File: src/rtl/cotm32_pkg.sv
// Shared core-wide widths and the fetch response record.
package cotm32_pkg;

    localparam int XLEN       = 32;
    localparam int INST_WIDTH = 32;

    typedef struct packed {
        logic [XLEN-1:0]       addr;
        logic [INST_WIDTH-1:0] inst;
        logic                  fault;
    } fetch_rsp_t;

endpackage

File: src/rtl/fetch_rsp_fifo.sv
// Synchronous power-of-two FIFO holding fetch responses until the consumer takes them.
module fetch_rsp_fifo
    import cotm32_pkg::*;
#(
    parameter int  DEPTH = 4,
    parameter type T     = fetch_rsp_t
) (
    input  logic                   clk,
    input  logic                   rst,
    input  logic                   push,
    input  T                       push_data,
    input  logic                   pop,
    input  logic                   clear,
    output T                       head,
    output logic [$clog2(DEPTH):0] count,
    output logic                   full,
    output logic                   empty
);

    localparam int AW = $clog2(DEPTH);

    T             mem [DEPTH];
    logic [AW-1:0] wr_ptr;
    logic [AW-1:0] rd_ptr;

    // Pointers wrap naturally because DEPTH is a power of two; clear wins over push/pop.
    always_ff @(posedge clk or posedge rst) begin
        if (rst) begin
            wr_ptr <= '0;
            rd_ptr <= '0;
            count  <= '0;
        end else if (clear) begin
            wr_ptr <= '0;
            rd_ptr <= '0;
            count  <= '0;
        end else begin
            if (push) wr_ptr <= wr_ptr + AW'(1);
            if (pop)  rd_ptr <= rd_ptr + AW'(1);
            case ({push, pop})
                2'b10:   count <= count + (AW+1)'(1);
                2'b01:   count <= count - (AW+1)'(1);
                default: count <= count;
            endcase
        end
    end

    always_ff @(posedge clk) begin
        if (push && !clear) mem[wr_ptr] <= push_data;
    end

    assign head  = mem[rd_ptr];
    assign full  = (count == (AW+1)'(DEPTH));
    assign empty = (count == '0);

endmodule

File: src/rtl/inst_fetch_resp.sv
// Fetch responder: issues instruction memory reads and returns ordered {inst, addr, fault} responses.
module inst_fetch_resp
    import cotm32_pkg::*;
#(
    parameter int DEPTH = 4
) (
    input  logic                  i_clk,
    input  logic                  i_rst,
    input  logic                  i_req_valid,
    output logic                  o_req_ready,
    input  logic [XLEN-1:0]       i_req_addr,
    input  logic                  i_flush,
    output logic                  o_mem_en,
    output logic [XLEN-1:0]       o_mem_addr,
    input  logic [INST_WIDTH-1:0] i_mem_rdata,
    output logic                  o_rsp_valid,
    input  logic                  i_rsp_ready,
    output logic [INST_WIDTH-1:0] o_rsp_inst,
    output logic [XLEN-1:0]       o_rsp_addr,
    output logic                  o_rsp_fault
);

    localparam int AW = $clog2(DEPTH);

    logic            inflight_valid;
    logic            inflight_fault;
    logic [XLEN-1:0] inflight_addr;
    logic [AW:0]     count;
    logic [AW:0]     occ;
    logic            full;
    logic            empty;
    logic            accept;
    logic            misaligned;
    logic            push;
    logic            pop;
    fetch_rsp_t      push_data;
    fetch_rsp_t      head;

    // Credit counts the in-flight read so a push one cycle later always finds room.
    assign occ         = count + (AW+1)'(inflight_valid);
    assign o_req_ready = !i_rst && !i_flush && !full && (occ < (AW+1)'(DEPTH));
    assign accept      = i_req_valid && o_req_ready;
    assign misaligned  = (i_req_addr[1:0] != 2'b00);
    assign o_mem_en    = accept && !misaligned;
    assign o_mem_addr  = o_mem_en ? i_req_addr : '0;

    always_ff @(posedge i_clk or posedge i_rst) begin
        if (i_rst) begin
            inflight_valid <= 1'b0;
            inflight_addr  <= '0;
            inflight_fault <= 1'b0;
        end else begin
            inflight_valid <= accept;
            inflight_addr  <= i_req_addr;
            inflight_fault <= misaligned;
        end
    end

    // Data returning during a flush cycle belongs to a discarded fetch.
    assign push           = inflight_valid && !i_flush;
    assign push_data.addr  = inflight_addr;
    assign push_data.inst  = inflight_fault ? '0 : i_mem_rdata;
    assign push_data.fault = inflight_fault;

    fetch_rsp_fifo #(
        .DEPTH (DEPTH),
        .T     (fetch_rsp_t)
    ) u_fifo (
        .clk       (i_clk),
        .rst       (i_rst),
        .push      (push),
        .push_data (push_data),
        .pop       (pop),
        .clear     (i_flush),
        .head      (head),
        .count     (count),
        .full      (full),
        .empty     (empty)
    );

    assign o_rsp_valid = !i_rst && !i_flush && !empty;
    assign pop         = o_rsp_valid && i_rsp_ready;
    assign o_rsp_inst  = o_rsp_valid ? head.inst  : '0;
    assign o_rsp_addr  = o_rsp_valid ? head.addr  : '0;
    assign o_rsp_fault = o_rsp_valid ? head.fault : 1'b0;

endmodule

File: config.mk
export PLATFORM = sky130hd
export DESIGN_NAME = inst_fetch_resp
export DESIGN_NICKNAME = d
export VERILOG_FILES = /design/src/rtl/cotm32_pkg.sv /design/src/rtl/fetch_rsp_fifo.sv /design/src/rtl/inst_fetch_resp.sv
export SDC_FILE = /design/constraint.sdc
export NUM_CORES = 1
export LEC_CHECK = 0
export BUFFER_PORTS_ARGS = -buffer_cell sky130_fd_sc_hd__clkbuf_2
export CORE_UTILIZATION = 40
export DETAILED_ROUTE_END_ITERATION = 12
export GPL_TIMING_DRIVEN = 0
export HOLD_SLACK_MARGIN = 0.05
export PLACE_DENSITY = 0.68
export SLEW_MARGIN = 20
export SYNTH_ARGS = -nofsm -noshare
export SYNTH_HDL_FRONTEND = slang
export SYNTH_SLANG_ARGS = --single-unit
File: constraint.sdc
create_clock -name i_clk -period 2.9 [get_ports i_clk]
set_clock_uncertainty 0.2 [all_clocks]
set_input_delay 0.29 -clock i_clk [delete_from_list [all_inputs] [get_ports i_clk]]
set_output_delay 0.29 -clock i_clk [all_outputs]
set_load 0.005 [all_outputs]
==> results of run 1 <==
-- worst max path at each step --
stage / to / depth (start not counted) / start / slack, ps
after global routing: o_rsp_inst[14] / 5 / u_fifo.rd_ptr[0] / 0.5
after floorplan: u_fifo.mem[0][0] / 3 / i_flush / 70
after detailed placement: o_rsp_addr[29] / 6 / i_flush / 290
after global placement: u_fifo.mem[2][27] / 4 / i_flush / -1480
final: o_rsp_inst[12] / 4 / u_fifo.rd_ptr[1] / 120
after CTS: o_rsp_inst[12] / 4 / u_fifo.rd_ptr[1] / 4
-- worst register-to-register path, stage by stage, from the launching register on --
cell and delay [ps]:
dfrtp_1 460, or3_1 470, nand3_1 200, inv_1 80, fa_1 380, nor4_1 350, o21ai_0 110, nor3b_1 140
-- metrics by stage --
stage	hold WS, ps	cell area, um2
after floorplan	121	11700
after global placement	209	13000
after detailed placement	121	13100
after CTS	79.5	14800
after global routing	117	14900
final	103	14900
-- power groups by stage --
stage	clock, mW	sequential, mW	combinational (mW)
after floorplan	0	4.86	0.178
after detailed placement	0	4.88	0.335
final	3.86	4.79	0.404
after CTS	3.94	4.79	0.411
after global routing	4.10	4.79	0.442
after global placement	0	4.88	0.324
-- timing repair --
item | CTS | global route
endpoints found under the setup margin | 61 | 54
endpoints found under the hold margin | 208 | 0
hold buffers | 68 | 0
gates resized for setup | 9 | 9
-- routing by layer --
metal / vias up / routed length, um / share of wire
li1: 2856 / - / -
met2: 194 / 12300 / 0.51
met5: - / 0 / 0
met4: 0 / 523 / 0.022
met3: 37 / 1090 / 0.046
met1: 3153 / 10000 / 0.42
-- state kept, by name, indices dropped and copies added, names as in the netlist --
signal and cells:
inflight_valid 1, u_fifo.wr_ptr 2, u_fifo.rd_ptr 2, u_fifo.mem 260, inflight_addr 32, u_fifo.count 3, inflight_fault 1
-- cells by family after synthesis --
group                      synth area share
other                              0.000321
adders and majority gates           0.00599
buffers and inverters                0.0234
DFF                                   0.755
xor gates and xnor gates            0.00150
muxes                                 0.127
AOI/OAI and AO/OA                   0.00599
and+or+nand+nor                      0.0804
-- placed cells by master, fill, tap and decap left out, types with 5 or more instances in the layout --
cell type	Yosys	routed
and2_1	35	31
and3_1	66	65
buf_12	4	7
buf_4	4	7
clkbuf_1	20	17
clkbuf_16	0	31
clkbuf_2	2	173
clkinv_2	0	8
dfrtp_1	41	41
dlygate4sd3_1	0	68
edfxtp_1	260	260
inv_1	6	5
mux4_2	65	65
nor2_1	6	6
nor2b_1	32	32
-- final cells by class --
| cell class | instances | share of cell area |
|---|---|---|
| Clock inverter | 18 | 0.0114 |
| Inverter | 6 | 0.00152 |
| Sequential cell | 301 | 0.595 |
| Tap cell | 384 | 0.0323 |
| Multi-Input combinational cell | 239 | 0.175 |
| Buffer | 39 | 0.0184 |
| Clock buffer | 39 | 0.0569 |
| Timing Repair Buffer | 239 | 0.109 |
| Antenna cell | 1 | 0.000168 |
==> impl_metrics.csv, run 1 <==
group,metric,value,unit
status,status,"finished clean",
route,drtPass1Iterations,4,
synthesis,syn-instance-count,584,
floorplanning,start_util,0.407,
floorplanning,num_io_pins,169,
timing,layout_min_cycle_time,2780,ps
setup_path,worst_setup_path_end_kind,"output port",
place,placed_cells,1140,
route,drc,0,
route,vias_per_cell,4.93,
synthesis,synth_area_leader_cell,"edfxtp_1",
timing,period_share,0.960,
synthesis,ys_top_cells_by_area,"edfxtp_1, mux4_2, dfrtp_1, and3_1, and2_1",
synthesis,avgSynthCellArea,20.0,um2
timing,relSlewSlack,0.519,
setup_path,r2r_cells,7,
grt,gr-usage-met1,0.204,
floorplanning,design.core.area,28700,um2
finish,post-route-util,0.518,
setup_path,cpPeakStageDelay,540,ps
setup_path,critPathKind,"reg2out",
synthesis,yosys_warnings,0,
grt,busiest_layer,"met2",
setup_path,crit_slowest_cell,"buf_1",
finish,area_delta_synth_final,27.1,%
clock_network,cts_setup_buffers,0,
synthesis,synth_async_sr_flop_share,0.136,
floorplanning,die_area,29900,um2
finish,layout.nets,931,
power,clock_power_share,0.427,
synthesis,synth.distinct_cells,35,
power,peakVddDrop,0.551,mV
setup_path,worstReg2RegEnd,"u_fifo.count[2]",
grt,grt_pass1_wl,36700,um
synthesis,synthesis.area,11700,um2
grt,grt_pass1_vias,6652,
clock_network,clock_sinks,301,
grt,gr-usage-met2,0.288,
timing,setup_tns,0,ps
timing,rsz0062_at_grt,"false",
grt,antenna_found_initial,1,
clock_network,cts_buffer_depth,3,
power,power_density,609,nW/um2
run,max_cap_viol_count,0,
power,power.combinational.fraction,0.045,
place,dp_slack,290,ps
clock_network,clkTransAtPathRegs,60,ps
setup_path,start_kind,"flip-flop",
grt,grt_max_degree,44,
place,port_buffers,166,
floorplanning,die_x,173,um
synthesis,synth-edff-count,260,
place,globalplace.congestion,0.694,
setup_path,worstPathRequired,2410,ps
power,finalPower,9.05,mW
setup_path,crit-reg2reg-launch,"u_fifo.count[0]",
min_path,min_path_type,"in2async",
timing,fin_ws,115,ps
grt,met3_usage,0.0268,
route,antenna_left,0,
route,wl,24000,um
grt,grt_overflow_total,0,
synthesis,synth_ff_type,"edfxtp_1",
power,intPower,7.21,mW
timing,clock.fmax,359,MHz
clock_network,cts_htree_levels,1,
timing,setup_viol,0,
synthesis,synth_top_cells_by_count,"edfxtp_1, and3_1, mux4_2",
floorplanning,rows,62,
finish,regArea,8830,um2
finish,fin_cells,1266,
clock_network,clk_latency,550,ps
power,swShare,0.204,
route,drt_iter0_markers,381,
synthesis,yosysMostFrequentCell,"edfxtp_1",
grt,grt_usage,0.161,
power,seq_power_share,0.529,
finish,multi_input_area,2600,um2
timing,final_max_slew_viol_count,0,
route,vias,6240,
setup_path,cp_top_family,"buffers and inverters",
setup_path,cp_cell_sequence,"buf_1 > mux4_2 > and3_1 > clkbuf_2",
clock_network,cts_root_buffer,"clkbuf_16",
finish,fillCellCount,2350,
floorplanning,fp.dieH,173,um
setup_path,reg2reg_slack,370,ps
route,wire_per_inst,18.9,um
timing,tightestPinTransition,722,ps
power,p_leak,5.62,nW
timing,hold_viol_final,0,
synthesis,synth_top_area_frac,0.668,
power,switching_power,1.84,mW
synthesis,ys_seq_area_frac,0.755,
finish,drive_gt1_frac,0.364,
clock_network,cts_inserted_buffers,31,
place,dp_hpwl,14500,um
setup_path,crit_buf_inv,2,
synthesis,ys_ff_latch,301,
setup_path,path_max_fanout,10,
setup_path,arrival,2290,ps
clock_network,cts_tree,"yes",
Note: power is estimated with default switching activity, not from simulation.
==> run 2, diff against run 1 <==
--- a/config.mk
+++ b/config.mk
@@ -10,7 +10,8 @@
 export DETAILED_ROUTE_END_ITERATION = 12
 export GPL_TIMING_DRIVEN = 0
 export HOLD_SLACK_MARGIN = 0.05
-export PLACE_DENSITY = 0.68
+export PLACE_DENSITY = 0.71
+export RECOVER_POWER = 25
 export SLEW_MARGIN = 20
 export SYNTH_ARGS = -nofsm -noshare
 export SYNTH_HDL_FRONTEND = slang
==> impl_metrics.csv, run 2 (synthesized netlist as in run 1, its figures left out) <==
group,metric,value,unit
power,p_leak,5.57,nW
route,drtPass1Iterations,6,
setup_path,worst_setup_path_end_kind,"output port",
clock_network,clock_sinks,301,
timing,tightestPinTransition,715,ps
setup_path,crit_buf_inv,3,
finish,n_antenna_cell,0,
finish,multi_input_area,2610,um2
finish,fillCellCount,2347,
min_path,min_path_type,"in2reg",
route,vias_per_cell,4.89,
setup_path,path_max_fanout,10,
setup_path,crit-reg2reg-launch,"u_fifo.count[0]",
place,placed_cells,1140,
setup_path,arrival,2280,ps
timing,final_max_slew_viol_count,0,
finish,area_delta_synth_final,27.0,%
clock_network,cts_buffer_depth,3,
setup_path,r2r_cells,7,
place,dp_slack,307,ps
clock_network,cts_tree,"yes",
floorplanning,start_util,0.407,
route,vias,6188,
route,wl,24000,um
place,port_buffers,166,
min_path,hp-start,"i_flush",
timing,layout_min_cycle_time,2770,ps
floorplanning,rows,62,
setup_path,start_kind,"flip-flop",
power,peakVddDrop,0.494,mV
grt,grt_max_degree,43,
status,status,"finished clean",
grt,grt_pass1_vias,6453,
finish,layout_commonest_cell,"edfxtp_1",
run,max_cap_viol_count,0,
timing,clock.fmax,361,MHz
timing,hold_viol_final,0,
setup_path,cp_cell_sequence,"buf_6 > buf_2 > mux4_2 > and3_1 > clkbuf_2",
finish,top_regs,"u_fifo.mem: 260 flops, inflight_addr: 32 flops, u_fifo.count: 3 flops",
clock_network,clk_latency,550,ps
clock_network,clkTransAtPathRegs,60,ps
floorplanning,die_area,29900,um2
setup_path,cp_top_family,"buffers and inverters",
finish,top_register,"u_fifo.mem",
route,drc,0,
finish,fin_cells,1265,
setup_path,reg2reg_slack,370,ps
floorplanning,design.core.area,28700,um2
min_path,worstHoldEndpoint,"inflight_valid",
grt,grt_pass1_wl,36900,um
setup_path,crit_slowest_cell,"mux4_2",
grt,grt_usage,0.161,
finish,drive_gt1_frac,0.342,
setup_path,cpPeakStageDelay,550,ps
place,placed_cell_area,13100,um2
clock_network,cts_setup_buffers,0,
clock_network,cts_root_buffer,"clkbuf_16",
place,dp_hpwl,14500,um
floorplanning,fp.dieH,173,um
finish,largest_register_ffs,260,
timing,setup_viol,0,
finish,final_area,14800,um2
timing,relSlewSlack,0.523,
grt,grt_overflow_total,0,
min_path,min_path_cells,4,
grt,antenna_found_initial,0,
setup_path,worstPathRequired,2410,ps
floorplanning,die_x,173,um
clock_network,cts_inserted_buffers,30,
timing,period_share,0.954,
place,globalplace.congestion,0.694,
finish,layout.nets,931,
setup_path,worstReg2RegEnd,"u_fifo.count[2]",
floorplanning,num_io_pins,169,
route,drt_iter0_markers,465,
timing,rsz0062_at_grt,"false",
route,wire_per_inst,19.0,um
setup_path,critPathKind,"reg2out",
finish,most-common-layout-cells,"edfxtp_1, clkbuf_2, dlygate4sd3_1",
clock_network,cts_htree_levels,1,
timing,fin_ws,133,ps
power,power_density,609,nW/um2
finish,regArea,8830,um2
route,antenna_left,0,
==> run 2: cell count changes in the layout (fill, tap and decap cells not counted), sizes merged <==
cell,delta
clkinv,+1
dlygate4sd3,+1
clkinvlp,+1
diode,-1
bufinv,+1
inv,-1
clkbuf,-3
==> run 2: metal layers <==
metal	wire, um	up-vias	GRT usage
li1	-	2855	-
met1	10500	3131	0.217
met2	12000	163	0.276
met3	978	39	0.0237
met4	527	0	0.0409
met5	0	-	0
==> run 2: power breakdown <==
part           internal, mW  switching (mW)  total (mW)  leakage (nW)
sequential             4.75          0.0339        4.79          2.86
combinational         0.204           0.198       0.402          2.23
clock                  2.26            1.59        3.85         0.478
total                  7.22            1.82        9.04          5.57
==> run 2: worst max-delay path by stage <==
| stage | endpoint | slack (ps) | from | cells past startpoint |
|---|---|---|---|---|
| 6_report | o_rsp_addr[1] | 130 | u_fifo.rd_ptr[0] | 5 |
| 5_1_grt | o_mem_addr[16] | 4 | inflight_valid | 7 |
| 4_1_cts | o_rsp_inst[26] | 20 | u_fifo.count[0] | 5 |
| 3_5_place_dp | u_fifo.count[2] | 310 | u_fifo.count[0] | 7 |
| 3_3_place_gp | u_fifo.mem[0][29] | -1470 | i_flush | 4 |
| 2_1_floorplan | u_fifo.mem[0][0] | 70 | i_flush | 3 |
==> run 2: final cells by class <==
class,instances,share of cell area
flip-flops and latches,301,0.595
multi-input cells,239,0.176
repair buffers,240,0.110
clock buffers,36,0.0549
well taps,384,0.0324
plain buffers,39,0.0180
clock inverters,20,0.0124
inverters,6,0.00152
==> run 2: worst reg2reg max path, stage by stage (launching register included) <==
cell	delay, ps
dfrtp_1	460
or3_4	460
nand3_1	180
inv_1	70
fa_1	380
nor4_1	370
nor3_1	100
nor3b_1	230
==> run 2: what timing repair did <==
action | 4_1_cts | 5_1_grt
endpoints found under the hold margin | 209 | 0
hold buffers | 69 | 0
setup endpoints to repair | 79 | 50
gates resized for setup | 8 | 8
==> run 2: per-stage QoR <==
step	util	TNS, ps	hold WS [ps]	total power, mW
2_1_floorplan	-	0	121	5.04
3_3_place_gp	0.453	-376180	209	5.20
3_5_place_dp	0.458	0	138	5.21
4_1_cts	0.517	0	72.0	9.13
5_1_grt	0.517	0	120	9.32
6_report	0.517	0	110	9.04
